**config.mk**
```make
export PLATFORM = sky130hd
export DESIGN_NAME = iter_hspan
export DESIGN_NICKNAME = d
export VERILOG_FILES = /design/src/rtl/iter_hspan.sv
export SDC_FILE = /design/constraint.sdc
export NUM_CORES = 1
export LEC_CHECK = 0
export ABC_AREA = 1
export BUFFER_PORTS_ARGS = -buffer_cell sky130_fd_sc_hd__buf_2
export CAP_MARGIN = 20
export CORE_AREA = 2 2 79 81
export DETAILED_ROUTE_END_ITERATION = 6
export DIE_AREA = 0 0 81 83
export PLACE_DENSITY = 0.77
export SETUP_SLACK_MARGIN = 0.05
export SLEW_MARGIN = 20
export SYNTH_ARGS = -nofsm -noshare
export SYNTH_HDL_FRONTEND = slang
export SYNTH_SLANG_ARGS = --single-unit
```
**constraint.sdc**
```tcl
create_clock -name clk -period 3.4 [get_ports clk]
set_input_delay 0.51 -clock clk [delete_from_list [all_inputs] [get_ports clk]]
set_output_delay 0.51 -clock clk [all_outputs]
set_load 0.1 [all_outputs]
```
**src/rtl/iter_hspan.sv**
```systemverilog
// Horizontal span iterator: walks [min(x0,x1), min(max(x0,x1),XMAX)] on row y, LANES pixels per beat.
// Define ITER_HSPAN_ALIGN_EN to start beats on LANES-aligned columns with leading lanes masked.

module iter_hspan_lane #(
    parameter int CORDW = 9,
    parameter int LANE  = 0,
    parameter bit ALIGN = 1'b0
) (
    input  logic [CORDW-1:0] x_i,
    input  logic [CORDW-1:0] xl_i,
    input  logic [CORDW-1:0] xr_i,
    input  logic             en_i,
    output logic             vld_o
);
    logic [CORDW:0] xi;

    // One extra bit so lanes past 2**CORDW-1 compare as out of range instead of wrapping.
    assign xi    = {1'b0, x_i} + (CORDW+1)'(LANE);
    assign vld_o = en_i && (xi <= {1'b0, xr_i}) && (!ALIGN || (xi >= {1'b0, xl_i}));
endmodule

module iter_hspan #(
    parameter int CORDW = 9,
    parameter int LANES = 4,
    parameter int XMAX  = 319
) (
    input  logic             clk,
    input  logic             rst_n,
    input  logic             start,
    input  logic             oe,
    input  logic [CORDW-1:0] x0,
    input  logic [CORDW-1:0] x1,
    input  logic [CORDW-1:0] y,
    output logic [CORDW-1:0] x,
    output logic [CORDW-1:0] y_out,
    output logic [LANES-1:0] mask,
    output logic             drawing,
    output logic             busy,
    output logic             done
);
`ifdef ITER_HSPAN_ALIGN_EN
    localparam bit ALIGN = 1'b1;
`else
    localparam bit ALIGN = 1'b0;
`endif
    localparam logic [CORDW-1:0] XMAX_C = CORDW'(XMAX);
    localparam logic [CORDW-1:0] LMASK  = CORDW'(LANES - 1);

    typedef enum logic {IDLE, DRAW} state_t;

    state_t           state_q, state_d;
    logic [CORDW-1:0] x_q, x_d, xl_q, xl_d, xr_q, xr_d, y_q, y_d;
    logic             done_q, done_d;

    logic [CORDW-1:0] lo, hi, hi_clip, x_start;
    logic             clipped, last;

    assign lo      = (x0 <= x1) ? x0 : x1;
    assign hi      = (x0 <= x1) ? x1 : x0;
    assign hi_clip = (hi > XMAX_C) ? XMAX_C : hi;
    assign clipped = lo > XMAX_C;
    assign x_start = ALIGN ? (lo & ~LMASK) : lo;
    assign last    = ({1'b0, x_q} + (CORDW+1)'(LANES - 1)) >= {1'b0, xr_q};

    always_ff @(posedge clk or negedge rst_n) begin
        if (!rst_n) begin
            state_q <= IDLE;
            x_q     <= '0;
            xl_q    <= '0;
            xr_q    <= '0;
            y_q     <= '0;
            done_q  <= 1'b0;
        end else begin
            state_q <= state_d;
            x_q     <= x_d;
            xl_q    <= xl_d;
            xr_q    <= xr_d;
            y_q     <= y_d;
            done_q  <= done_d;
        end
    end

    always_comb begin
        state_d = state_q;
        x_d     = x_q;
        xl_d    = xl_q;
        xr_d    = xr_q;
        y_d     = y_q;
        done_d  = 1'b0;
        case (state_q)
            IDLE: if (start) begin
                if (clipped) begin
                    done_d = 1'b1;
                end else begin
                    state_d = DRAW;
                    x_d     = x_start;
                    xl_d    = lo;
                    xr_d    = hi_clip;
                    y_d     = y;
                end
            end
            DRAW: if (oe) begin
                if (last) begin
                    state_d = IDLE;
                    done_d  = 1'b1;
                end else begin
                    x_d = x_q + CORDW'(LANES);
                end
            end
            default: state_d = IDLE;
        endcase
    end

    always_comb begin
        busy    = (state_q == DRAW);
        drawing = busy && oe;
        done    = done_q;
        x       = x_q;
        y_out   = y_q;
    end

    for (genvar i = 0; i < LANES; i++) begin : g_lane
        iter_hspan_lane #(.CORDW(CORDW), .LANE(i), .ALIGN(ALIGN)) u_lane (
            .x_i   (x_q),
            .xl_i  (xl_q),
            .xr_i  (xr_q),
            .en_i  (busy),
            .vld_o (mask[i])
        );
    end
endmodule

```
* Word-level counts from Yosys, hierarchy flattened
Index checks and enable logic that the tools add are counted.
** Word-level totals
- Flip-flop bits (word level) :: 29
- Input bits :: 31
- Output and inout port bits :: 25
- Logic and storage cells :: 48
** Operators by class
- Add/sub/neg operators :: 4
- Magnitude comparators :: 8
- Equality and inequality tests :: 4
- Muxes and demuxes :: 18
- Bitwise operators :: 2
- Reductions and logical operators :: 7
** Operator list (number)
- $mux 9 :: 7
- $le 10x9->1 :: 3
- $add 9x2->10 const B :: 2
- $gt 9x9->1 const B :: 2
- $le 9x9->1 :: 2
- $pmux 9 s2 :: 1
- $add 9x1->10 const B :: 1
- $ge 10x9->1 :: 1
- $add 9x3->9 const B :: 1
- $mux 1 :: 8
- $ne 2x2->1 const B :: 4
- $logic_and 1x1->1 :: 5
- $pmux 1 s2 :: 2
- $reduce_and 4->1 :: 1
- $reduce_and 3->1 :: 1
- $not 1->1 :: 2

* Depth between registers and ports, before layout
Gate-level depths: netlist (run 1).
- Depth after elaboration :: 6
- Gate-level depth with buffers :: 18

* Hierarchy
Synthesis (run 1) repeated with hierarchy kept, for this count alone.
** Second synthesis, totals
- Cells, all modules :: 616
- Area, all modules :: 4105.2 um2
** By module, submodules not included
- iter_hspan :: instances 1, cells an instance 351, area each 2544.9 um2, sequential area each 950.9 um2
- iter_hspan_lane (g_lane[1].u_lane) :: instances 1, cells an instance 79, area each 462.9 um2, sequential area each 0.0 um2
- iter_hspan_lane (g_lane[3].u_lane) :: instances 1, cells an instance 71, area each 412.9 um2, sequential area each 0.0 um2
- iter_hspan_lane (g_lane[2].u_lane) :: instances 1, cells an instance 69, area each 395.4 um2, sequential area each 0.0 um2
- iter_hspan_lane (g_lane[0].u_lane) :: instances 1, cells an instance 46, area each 289.0 um2, sequential area each 0.0 um2

* Worst setup path after synthesis (run 1)
No wires, ideal clock.
- Path type :: reg-to-output
- Start point :: reg x_q[1] (netlist: x[1])
- End point :: out mask[3]
- Data arrival time :: 3.260 ns
- Required time :: 2.890 ns
- Setup slack :: -0.370 ns
- Cell stages (with the launch flop) :: 15
- Buffers on the path :: 1
- Cells stage by stage :: dfrtp_1 inv_1 ha_1 a21oi_1 nor2_2 a21oi_1 a21oi_1 ha_1 nand2_1 nor2_1 nand3b_1 nor2_1 nand3_1 o21ai_0 buf_4
** On the way
- Longest elaborated chain between the ends :: 3
** Ends and longest elaborated chain
- start: declaration :: line 52 : logic [CORDW-1:0] x_q, x_d, xl_q, xl_d, xr_q, xr_d, y_q, y_d;
- start signal: assignment :: line 68 : x_q <= '0;
- start signal: assignment :: line 75 : x_q <= x_d;
- $add 9x2->10 :: line 18 : assign xi = {1'b0, x_i} + (CORDW+1)'(LANE);
- $le 10x9->1 :: line 19 : assign vld_o = en_i && (xi <= {1'b0, xr_i}) && (!ALIGN || (xi >= {1'b0, xl_i}));
- $logic_and 1x1->1 :: line 19
- end: declaration :: line 36 : output logic [LANES-1:0] mask,
Every way passes these cells.

* Final worst setup path (run 1)
Same ends and word-level chain as after synthesis.

==> flow_metrics.py, run 1 <==
metrics = {
    "run_status": {
        "status": "finished clean",
    },
    "timing": {
        "skew_ns": 0.00807,
        "fin_crit_ns": 3.25,
        "fin_crit_sh_pct": 95.6,
        "max_freq_mhz": 308,
        "setup_viol": 0,
        "hold_viol_final": 0,
        "hold_slack_ns": 0.248,
        "final_max_slew_viol_count": 0,
        "worstMarginPinSlew_ns": 0.644,
        "rsz0062_at_grt": "true",
        "max-slew-margin-rel_pct": 57.1,
    },
    "critical_path": {
        "reg2reg_from": "x[1]",
        "critPathLaunchType": "register",
        "worstReg2RegEnd": "x[7]",
        "critPathMaxFanout": 4,
        "r2r_cells": 17,
        "critPathMaxStageDelay_ns": 0.44,
        "cp.arrival_ns": 2.74,
        "cp_common_cell": "nor2_2",
        "end_kind": "output pin",
        "crit_slowest_cell": "dfrtp_4",
        "crit_chain": "clkinvlp_4 -> ha_2 -> a21oi_4 -> nor2_4 -> a21oi_2 -> a21oi_1 -> ha_1 -> nand2_1 -> nor2_2 -> nand3b_1 -> nor2_2 -> nand3_2 -> o21ai_4 -> buf_12",
        "r2r_slack_ns": 0.51,
        "critical_path_required_ns": 2.89,
        "critical_path_class": "reg2out",
    },
    "floorplanning": {
        "fp-row-count": 28,
        "die_h_um": 83,
        "core_area_um2": 5820,
        "die_x_um": 81,
        "start_util_pct": 53.6,
        "ios": 56,
        "dieArea_um2": 6720,
    },
    "clock_network": {
        "cts-root-buf": "clkbuf_8",
        "clk_pin_slew_ns": 0.07,
        "clock_latency_ns": 0.28,
        "cts.sinks": 29,
        "h-tree-depth": 2,
        "cts_max_path_buffers": 2,
        "cts_tree": "built",
        "cts_buffers": 5,
    },
    "global_route": {
        "grtUsageTotal_pct": 25.3,
        "grt_pass1_wl_um": 13600,
        "grt_max_degree": 30,
        "grt_pass1_vias": 2916,
        "antenna_found_initial": 0,
        "grt_overflow": 0,
    },
    "route": {
        "via_count": 3089,
        "drc_errors": 0,
        "drtIter0Drc": 112,
        "routedWlPerCell_um": 14.1,
        "ant_nets": 0,
        "drt_pre_antenna_iters": 5,
        "wl_um": 8210,
        "via_per_inst": 5.29,
    },
    "yosys": {
        "syn_nets": 527,
        "netlist_area_um2": 3120,
        "synth_area_per_cell_um2": 6.96,
        "synth_edf_count": 0,
        "async_reset_ff_share_pct": 100,
        "synthFlopType": "dfrtp_1",
        "synth-seq-area-share_pct": 23.3,
        "yosysWarningCount": 0,
        "synth-seq-cells": 29,
        "ys_types": 38,
        "syn_inst": 448,
    },
    "layout": {
        "syn_to_final_growth_pct": 19.7,
        "diodes": 0,
        "n_fill_cell": 542,
        "layout-drive-gt1-share_pct": 24.0,
        "fin_util_pct": 64.2,
        "nNetsFinal": 587,
    },
    "place": {
        "detailed_place_hpwl_um": 6450,
        "io_buffers": 55,
        "gp_congestion": 1.01,
    },
    "run": {
        "maxCapViolations": 0,
    },
    "worst_hold_path": {
        "min_path_type": "in2async",
    },
}
sequential cells by signal, indices dropped and copies added (netlist names):
signal	cells
busy	1
y_out	9
done	1
xr_q	9
x	9
timing repair:
action / CTS / global route
endpoints found under the setup margin: 1 / 3
hold buffers: 0 / 0
cloned: 0 / 0
buffers inserted: 0 / 8
pin swaps: 0 / 4
gates resized for setup: 3 / 17
final cells by class:
| class | instances | area [um^2] | area share [%] |
|---|---|---|---|
| well taps | 75 | 93.8 | 2.51 |
| repair buffers | 67 | 410 | 11.0 |
| inverters | 63 | 243 | 6.50 |
| flip-flops and latches | 29 | 737 | 19.7 |
| clock inverters | 1 | 30.0 | 0.804 |
| clock buffers | 7 | 86.3 | 2.31 |
| multi-input cells | 342 | 2130 | 57.1 |
per-stage QoR:
| step | instance area [um^2] | cells | TNS [ns] | setup WS (ns) |
|---|---|---|---|---|
| after floorplan | 3130 | 448 | 0 | 0.0559 |
| after global placement | 3480 | 568 | 0 | 0.223 |
| after detailed placement | 3480 | 568 | 0 | 0.111 |
| after CTS | 3600 | 576 | 0 | 0.0544 |
| after global routing | 3730 | 584 | -0.0213 | -0.0213 |
| final | 3730 | 584 | 0 | 0.151 |
synthesized netlist by cell type (all sizes together) (3+ instances only):
cell type	count	area share, %
nand2	134	17
inv	63	7.7
ha	48	19
nand3	34	5.9
o21ai	34	5.9
a21oi	31	5.1
dfrtp	29	23
nor2	27	3.7
buf	11	2.6
xor2	10	2.8
clkbuf	3	0.36
nand4	3	0.80
o211ai	3	0.88
o21a	3	0.72
metal layers:
metal,routed length (um),vias to the layer above,GRT usage [%]
li1,-,1571,-
met1,3610,1398,33.7
met2,4020,97,40.9
met3,327,23,3.04
met4,254,0,10.8
met5,0,-,0
cell families (layout without fill, tap and decap cells):
kind of cell             count (synthesis)  in the layout  synth area share (%)
flip-flops                              29             29                  23.3
AO/OA/AOI/OAI                           76             76                  13.8
multiplexers                             1              1                 0.321
AND/OR/NAND/NOR                        205            205                  29.3
adder cells (fa/ha/maj)                 48             48                  19.3
XOR/XNOR                                12             12                  3.37
buffers and inverters                   77            138                  10.7
worst max-delay path by stage:
stage	startpoint	to	slack (ns)	depth (start not counted)
detailed placement	x[1]	mask[3]	0.11	14
floorplan	x[4]	mask[1]	0.06	14
CTS	x[1]	mask[3]	0.05	14
global placement	x[1]	mask[3]	0.22	14
finish	x[1]	mask[3]	0.15	14
global route	x[1]	mask[3]	-0.02	14
worst max-delay path, delay by kind of cell, from the launching register on:
family	cells	cell delay (ns)
AND/OR/NAND/NOR	6	0.64
buffers and inverters	2	0.31
AO/OA/AOI/OAI	4	0.56
adder cells (fa/ha/maj)	2	0.51
flip-flops	1	0.44
layout by cell type (no fill, tap or decap), types with 3 or more instances in the layout:
master	Yosys	layout
buf_12	0	3
nor2_2	2	4
dfrtp_1	29	22
inv_1	60	59
buf_2	3	52
ha_1	48	46
a21oi_1	30	27
buf_4	6	12
dfrtp_2	0	6
a21oi_2	1	3
o21ai_2	4	4
xor2_1	10	9
nand2_2	4	5
nand3_1	31	29
o21a_1	3	3
nand3_2	3	5
o21ai_0	29	28
nand2_4	4	4
clkbuf_8	0	6
nor2_1	24	21
nand2_1	126	125
Power of run 1 is not shown: default switching activity piles up to over one toggle a cycle in this logic, so the estimate is an artifact.
==> run 2, diff against run 1 <==
- CORE_AREA: 2 2 79 81 -> 2 2 82 84
- DIE_AREA: 0 0 81 83 -> 0 0 84 86
- PLACE_DENSITY: 0.77 -> 0.72
==> run 2 against run 1 <==
Final area down 1.7%. Clock-buffer cell count down 2. Critical path depth unchanged. Global-route usage down 2.5 points. Sequential share of layout area up 0.34 points. Clock skew up 0.00059 ns. First-iteration DRC count up 60%. Register-to-register slack worse by 0.05 ns. Cell count up 0.51%. Non-clock buffer count up 1. Worst hold slack worse by 0.0097 ns. Highest routed layer unchanged.
==> flow_metrics.py, run 2 (synthesis gave the netlist of run 1 again) <==
metrics = {
    "floorplanning": {
        "dieArea_um2": 7220,
        "fp-row-count": 29,
        "core_area_um2": 6280,
        "die_x_um": 84,
        "die_h_um": 86,
        "start_util_pct": 49.7,
        "ios": 56,
    },
    "route": {
        "drtIter0Drc": 179,
        "routedWlPerCell_um": 13.9,
        "wl_um": 8190,
        "drc_errors": 0,
        "via_count": 3039,
        "via_per_inst": 5.18,
        "drt_pre_antenna_iters": 4,
        "ant_nets": 0,
    },
    "layout": {
        "layout_common_cells": "nand2_1, inv_1, buf_2",
        "fin_util_pct": 58.5,
        "fin_area_um2": 3670,
        "diodes": 0,
        "final_cell_count_no_fill": 587,
        "final_common_cell": "nand2_1",
        "n_fill_cell": 615,
        "nNetsFinal": 588,
        "layout-drive-gt1-share_pct": 24.3,
        "syn_to_final_growth_pct": 17.7,
    },
    "place": {
        "placed_cells": 571,
        "detailed_place_hpwl_um": 6500,
        "place_area_um2": 3470,
        "gp_congestion": 0.957,
        "io_buffers": 55,
    },
    "clock_network": {
        "h-tree-depth": 2,
        "cts_buffers": 5,
        "hold_buffers": 0,
        "cts.sinks": 29,
        "cts_tree": "built",
        "clock_latency_ns": 0.29,
        "cts-root-buf": "clkbuf_8",
        "cts_max_path_buffers": 2,
        "clk_pin_slew_ns": 0.07,
    },
    "critical_path": {
        "critical_path_class": "reg2out",
        "crit_start": "x[1]",
        "reg2reg_from": "x[1]",
        "end_kind": "output pin",
        "crit_slowest_cell": "dfrtp_4",
        "r2r_cells": 18,
        "critPathLaunchType": "register",
        "critical_path_required_ns": 2.89,
        "worstReg2RegEnd": "x[4]",
        "crit_chain": "clkinvlp_4 -> ha_1 -> a21oi_2 -> nor2_2 -> a21oi_2 -> a21oi_1 -> ha_1 -> nand2_1 -> nor2_2 -> nand3b_1 -> nor2_2 -> nand3_2 -> o21ai_2 -> buf_12",
        "cp.arrival_ns": 2.80,
        "critPathMaxFanout": 6,
        "critPathMaxStageDelay_ns": 0.46,
        "cp_common_cell": "nor2_2",
        "r2r_slack_ns": 0.46,
    },
    "timing": {
        "hold_viol_final": 0,
        "fin_tns_setup_ns": 0,
        "max_freq_mhz": 302,
        "rsz0062_at_grt": "true",
        "final_max_slew_viol_count": 0,
        "fin_crit_sh_pct": 97.2,
        "setup_viol": 0,
        "fin_crit_ns": 3.31,
        "skew_ns": 0.00866,
        "max-slew-margin-rel_pct": 56.8,
        "worstMarginPinSlew_ns": 0.647,
    },
    "global_route": {
        "grtUsageTotal_pct": 22.8,
        "grt_max_degree": 30,
        "grt_pass1_wl_um": 13100,
        "grt_overflow": 0,
        "antenna_found_initial": 0,
        "grt_pass1_vias": 2798,
    },
    "worst_hold_path": {
        "min_path_type": "in2async",
    },
    "run_status": {
        "status": "finished clean",
    },
    "run": {
        "maxCapViolations": 0,
    },
}
run 2: layer usage:
layer	GRT usage, %	share of wire [%]	vias up
met3	2.89	5.1	24
met4	10.7	3.2	0
li1	-	-	1574
met2	37.8	47	83
met1	29.7	44	1358
met5	0	0	-
run 2: how the worst max path moves through the flow:
stage                         end
after global placement    mask[3]
after detailed placement  mask[3]
after floorplan           mask[1]
after global routing      mask[3]
after CTS                 mask[2]
final                     mask[3]
run 2: layout make-up:
type / count / area [um^2] / share of cell area, %
clock buffers: 5 / 68.8 / 1.87
repair buffers: 68 / 405 / 11.0
inverters: 63 / 243 / 6.61
flip-flops and latches: 29 / 737 / 20.1
clock inverters: 3 / 17.5 / 0.477
multi-input cells: 342 / 2100 / 57.3
well taps: 77 / 96.3 / 2.62
run 2: through the flow:
step	hold slack [ns]	setup WS (ns)
final	0.238	0.0938
after floorplan	0.214	0.0559
after detailed placement	0.455	0.0966
after global routing	0.291	-0.0626
after CTS	0.260	0.0713
after global placement	0.450	0.228
run 2: timing repair:
| action | CTS | global route |
|---|---|---|
| gates resized for setup | 4 | 14 |
| endpoints found under the setup margin | 1 | 3 |
| hold endpoints to repair | 0 | 0 |
| buffers inserted | 0 | 8 |
| pin swaps | 0 | 6 |
run 2: worst max-delay path, delay by kind of cell, from the launching register on:
kind,cells,cell delay [ns]
compound gates,4,0.54
flops,1,0.46
buf+inv,2,0.30
fa+ha+maj,2,0.52
simple gates,6,0.68
Power of run 2 is left out for the same reason.
==> run 3, diff against run 2 <==
- ABC_AREA: 1 -> 0
- CORE_AREA: 2 2 82 84 -> 2 2 81 83
- CTS_BUF_LIST: not set -> sky130_fd_sc_hd__clkbuf_2 sky130_fd_sc_hd__clkbuf_4 sky130_fd_sc_hd__clkbuf_8
- DIE_AREA: 0 0 84 86 -> 0 0 83 85
- PLACE_DENSITY: 0.72 -> 0.71
==> run 3 against run 2 <==
The run now ends with setup timing left. Worst setup slack got worse by 0.10 ns. Synthesized area decreased by 3.7%. Critical endpoint unchanged. Clock-buffer cell count increased by 2. Core utilization increased by 3.3 points. Sequential cell count unchanged. Largest cell class unchanged. Via count increased by 2.2%. Synthesized cell count decreased by 17%. Clock skew decreased by 0.0040 ns. Final area increased by 4.4%. Routed wire length increased by 10%.
==> flow_metrics.py, run 3 <==
metrics = {
    "floorplanning": {
        "core_area_um2": 6200,
        "fp-row-count": 29,
        "ios": 56,
        "die_x_um": 83,
        "dieArea_um2": 7060,
        "die_h_um": 85,
        "start_util_pct": 48.4,
    },
    "yosys": {
        "async_reset_ff_share_pct": 100,
        "ys_types": 51,
        "syn_nets": 450,
        "synth_area_per_cell_um2": 8.09,
        "synth_top_area_share_pct": 24.2,
        "synth_top_area_cell": "dfrtp_1",
        "synth-seq-area-share_pct": 24.2,
        "yosysWarningCount": 0,
        "netlist_area_um2": 3000,
        "synth.area.top_cells": "dfrtp_1, ha_1, nand2_1",
        "syn_inst": 371,
        "synth.most_common_cell": "nand2_1",
        "synth_common_cells": "nand2_1, ha_1, dfrtp_1",
        "synth-seq-cells": 29,
        "synthFlopType": "dfrtp_1",
        "synth_edf_count": 0,
    },
    "clock_network": {
        "cts_tree": "built",
        "cts-root-buf": "clkbuf_8",
        "cts.sinks": 29,
        "clk_pin_slew_ns": 0.06,
        "hold_buffers": 0,
        "clock_latency_ns": 0.29,
        "cts_max_path_buffers": 2,
        "cts_buffers": 5,
        "h-tree-depth": 2,
    },
    "global_route": {
        "grt_overflow": 0,
        "grt_max_degree": 30,
        "grtUsageTotal_pct": 25.5,
        "antenna_found_initial": 0,
        "grt_pass1_wl_um": 14600,
        "grt_pass1_vias": 3069,
    },
    "critical_path": {
        "critPathLaunchType": "register",
        "critical_path_required_ns": 2.89,
        "critical_path_class": "reg2out",
        "critPathMaxFanout": 6,
        "cp.arrival_ns": 2.90,
        "end_kind": "output pin",
    },
    "timing": {
        "setup_viol": 1,
        "fin_crit_ns": 3.41,
        "skew_ns": 0.00467,
        "rsz0062_at_grt": "true",
        "fin_ws_ns": -0.0104,
        "final_max_slew_viol_count": 0,
        "max_freq_mhz": 293,
        "max-slew-margin-rel_pct": 56.1,
        "hold_viol_final": 0,
        "fin_crit_sh_pct": 100,
        "worstMarginPinSlew_ns": 0.659,
    },
    "route": {
        "routedWlPerCell_um": 17.3,
        "via_count": 3107,
        "ant_nets": 0,
        "drtIter0Drc": 154,
        "via_per_inst": 5.98,
        "drt_pre_antenna_iters": 5,
        "drc_errors": 0,
        "wl_um": 9000,
    },
    "worst_hold_path": {
        "min_path_type": "in2async",
    },
    "power_and_ir_drop": {
        "ir_drop_mv": 0.565,
        "netSwitchingFraction_pct": 54.4,
        "switchingPower_mw": 1.86,
        "p_clk_share_pct": 11.2,
        "p_leak_nw": 1.94,
        "seq_power_share_pct": 16.8,
        "power.internal_mw": 1.55,
        "powerDensity_nw_per_um2": 890,
        "p_comb_share_pct": 72.0,
    },
    "run_status": {
        "status": "finished, violations left",
        "violations": "setup timing",
    },
    "layout": {
        "fin_util_pct": 61.7,
        "syn_to_final_growth_pct": 27.6,
        "layout_common_cells": "nand2_1, buf_2, ha_1",
        "diodes": 0,
        "fin_area_um2": 3830,
        "final_common_cell": "nand2_1",
        "nNetsFinal": 521,
        "layout-drive-gt1-share_pct": 29.8,
    },
    "place": {
        "gp_congestion": 0.944,
        "dp_worst_setup_slack_ns": 0.0891,
        "detailed_place_hpwl_um": 6570,
        "place_area_um2": 3420,
        "io_buffers": 55,
    },
    "run": {
        "maxCapViolations": 0,
    },
}
-- run 3: cell count changes after synthesis, sizes merged, moves of 7 or more --
cell,previous run,this run
nand2,134,69
inv,63,27
nand3,34,12
a21oi,31,16
o21ai,34,19
xnor2,2,15
a21o,0,9
nor2,27,20
-- run 3: logic make-up after synthesis --
logic type | after synthesis | share of synthesized area, %
AND/OR/NAND/NOR | 130 | 19.2
AO/OA/AOI/OAI | 92 | 21.5
buffers and inverters | 46 | 7.09
adder cells (fa/ha/maj) | 48 | 20.0
XOR/XNOR | 20 | 5.84
flip-flops | 29 | 24.2
multiplexers | 6 | 2.21
-- run 3: critical path: stages, from the launching register on --
cell and delay (ns):
dfrtp_4 0.51, ha_4 0.16, nand3_1 0.10, or2_4 0.26, nor2_2 0.09, xor2_1 0.07, ha_1 0.31, nand3_2 0.10
nor2_2 0.18, nand2_2 0.11, or3_1 0.34, a21boi_2 0.20, buf_12 0.20
-- run 3: layer usage --
metal	global-route usage, %	up-vias	share of wire [%]
li1	-	1464	-
met2	43.3	152	49
met3	3.89	28	6.8
met5	0	-	0
met1	31.9	1463	41
met4	11.9	0	3.2
-- run 3: timing repair --
item / CTS / global route
buffers inserted: 11 / 5
resized for setup: 16 / 17
pin swaps: 14 / 8
hold endpoints to repair: 0 / 0
endpoints found under the setup margin: 3 / 9
gates cloned: 0 / 1
-- run 3: area by class of cell --
type,count,area [um^2]
Multi-Input combinational cell,297,2240
Sequential cell,29,746
Clock buffer,7,90.1
Clock inverter,1,30.0
Fill cell,550,2370
Inverter,27,104
Tap cell,77,96.3
Timing Repair Buffer,82,529
-- run 3: final timing paths --
kind	from	endpoint	slack [ns]	cells past startpoint
min in group clk	y[2]	y_out[2]	0.42	3
setup reg to reg	x[2]	x[3]	0.18	14
hold / removal	rst_n	busy	0.25	1
setup / recovery	x[2]	mask[3]	-0.01	12
max in group asynchronous	rst_n	x[1]	2.65	1
hold reg to reg	y_out[8]	y_out[8]	0.46	2
-- run 3: power groups by stage --
stage | logic [mW] | clock network, mW | registers [mW]
after floorplan | 1.16 | 0 | 1.08
after global placement | 2.12 | 0 | 0.572
after detailed placement | 2.14 | 0 | 0.582
after CTS | 2.29 | 0.384 | 0.569
after global routing | 2.62 | 0.401 | 0.585
final | 2.46 | 0.381 | 0.573
-- run 3: metrics by stage --
stage	power (mW)	hold slack, ns	std cells	setup TNS [ns]
floorplan	2.24	0.214	371	0
detailed placement	2.72	0.451	495	0
global placement	2.69	0.445	495	0
CTS	3.25	0.280	514	0
global route	3.61	0.307	520	-0.0834
finish	3.41	0.249	520	-0.0104
Note: power is estimated with default switching activity, not from simulation.
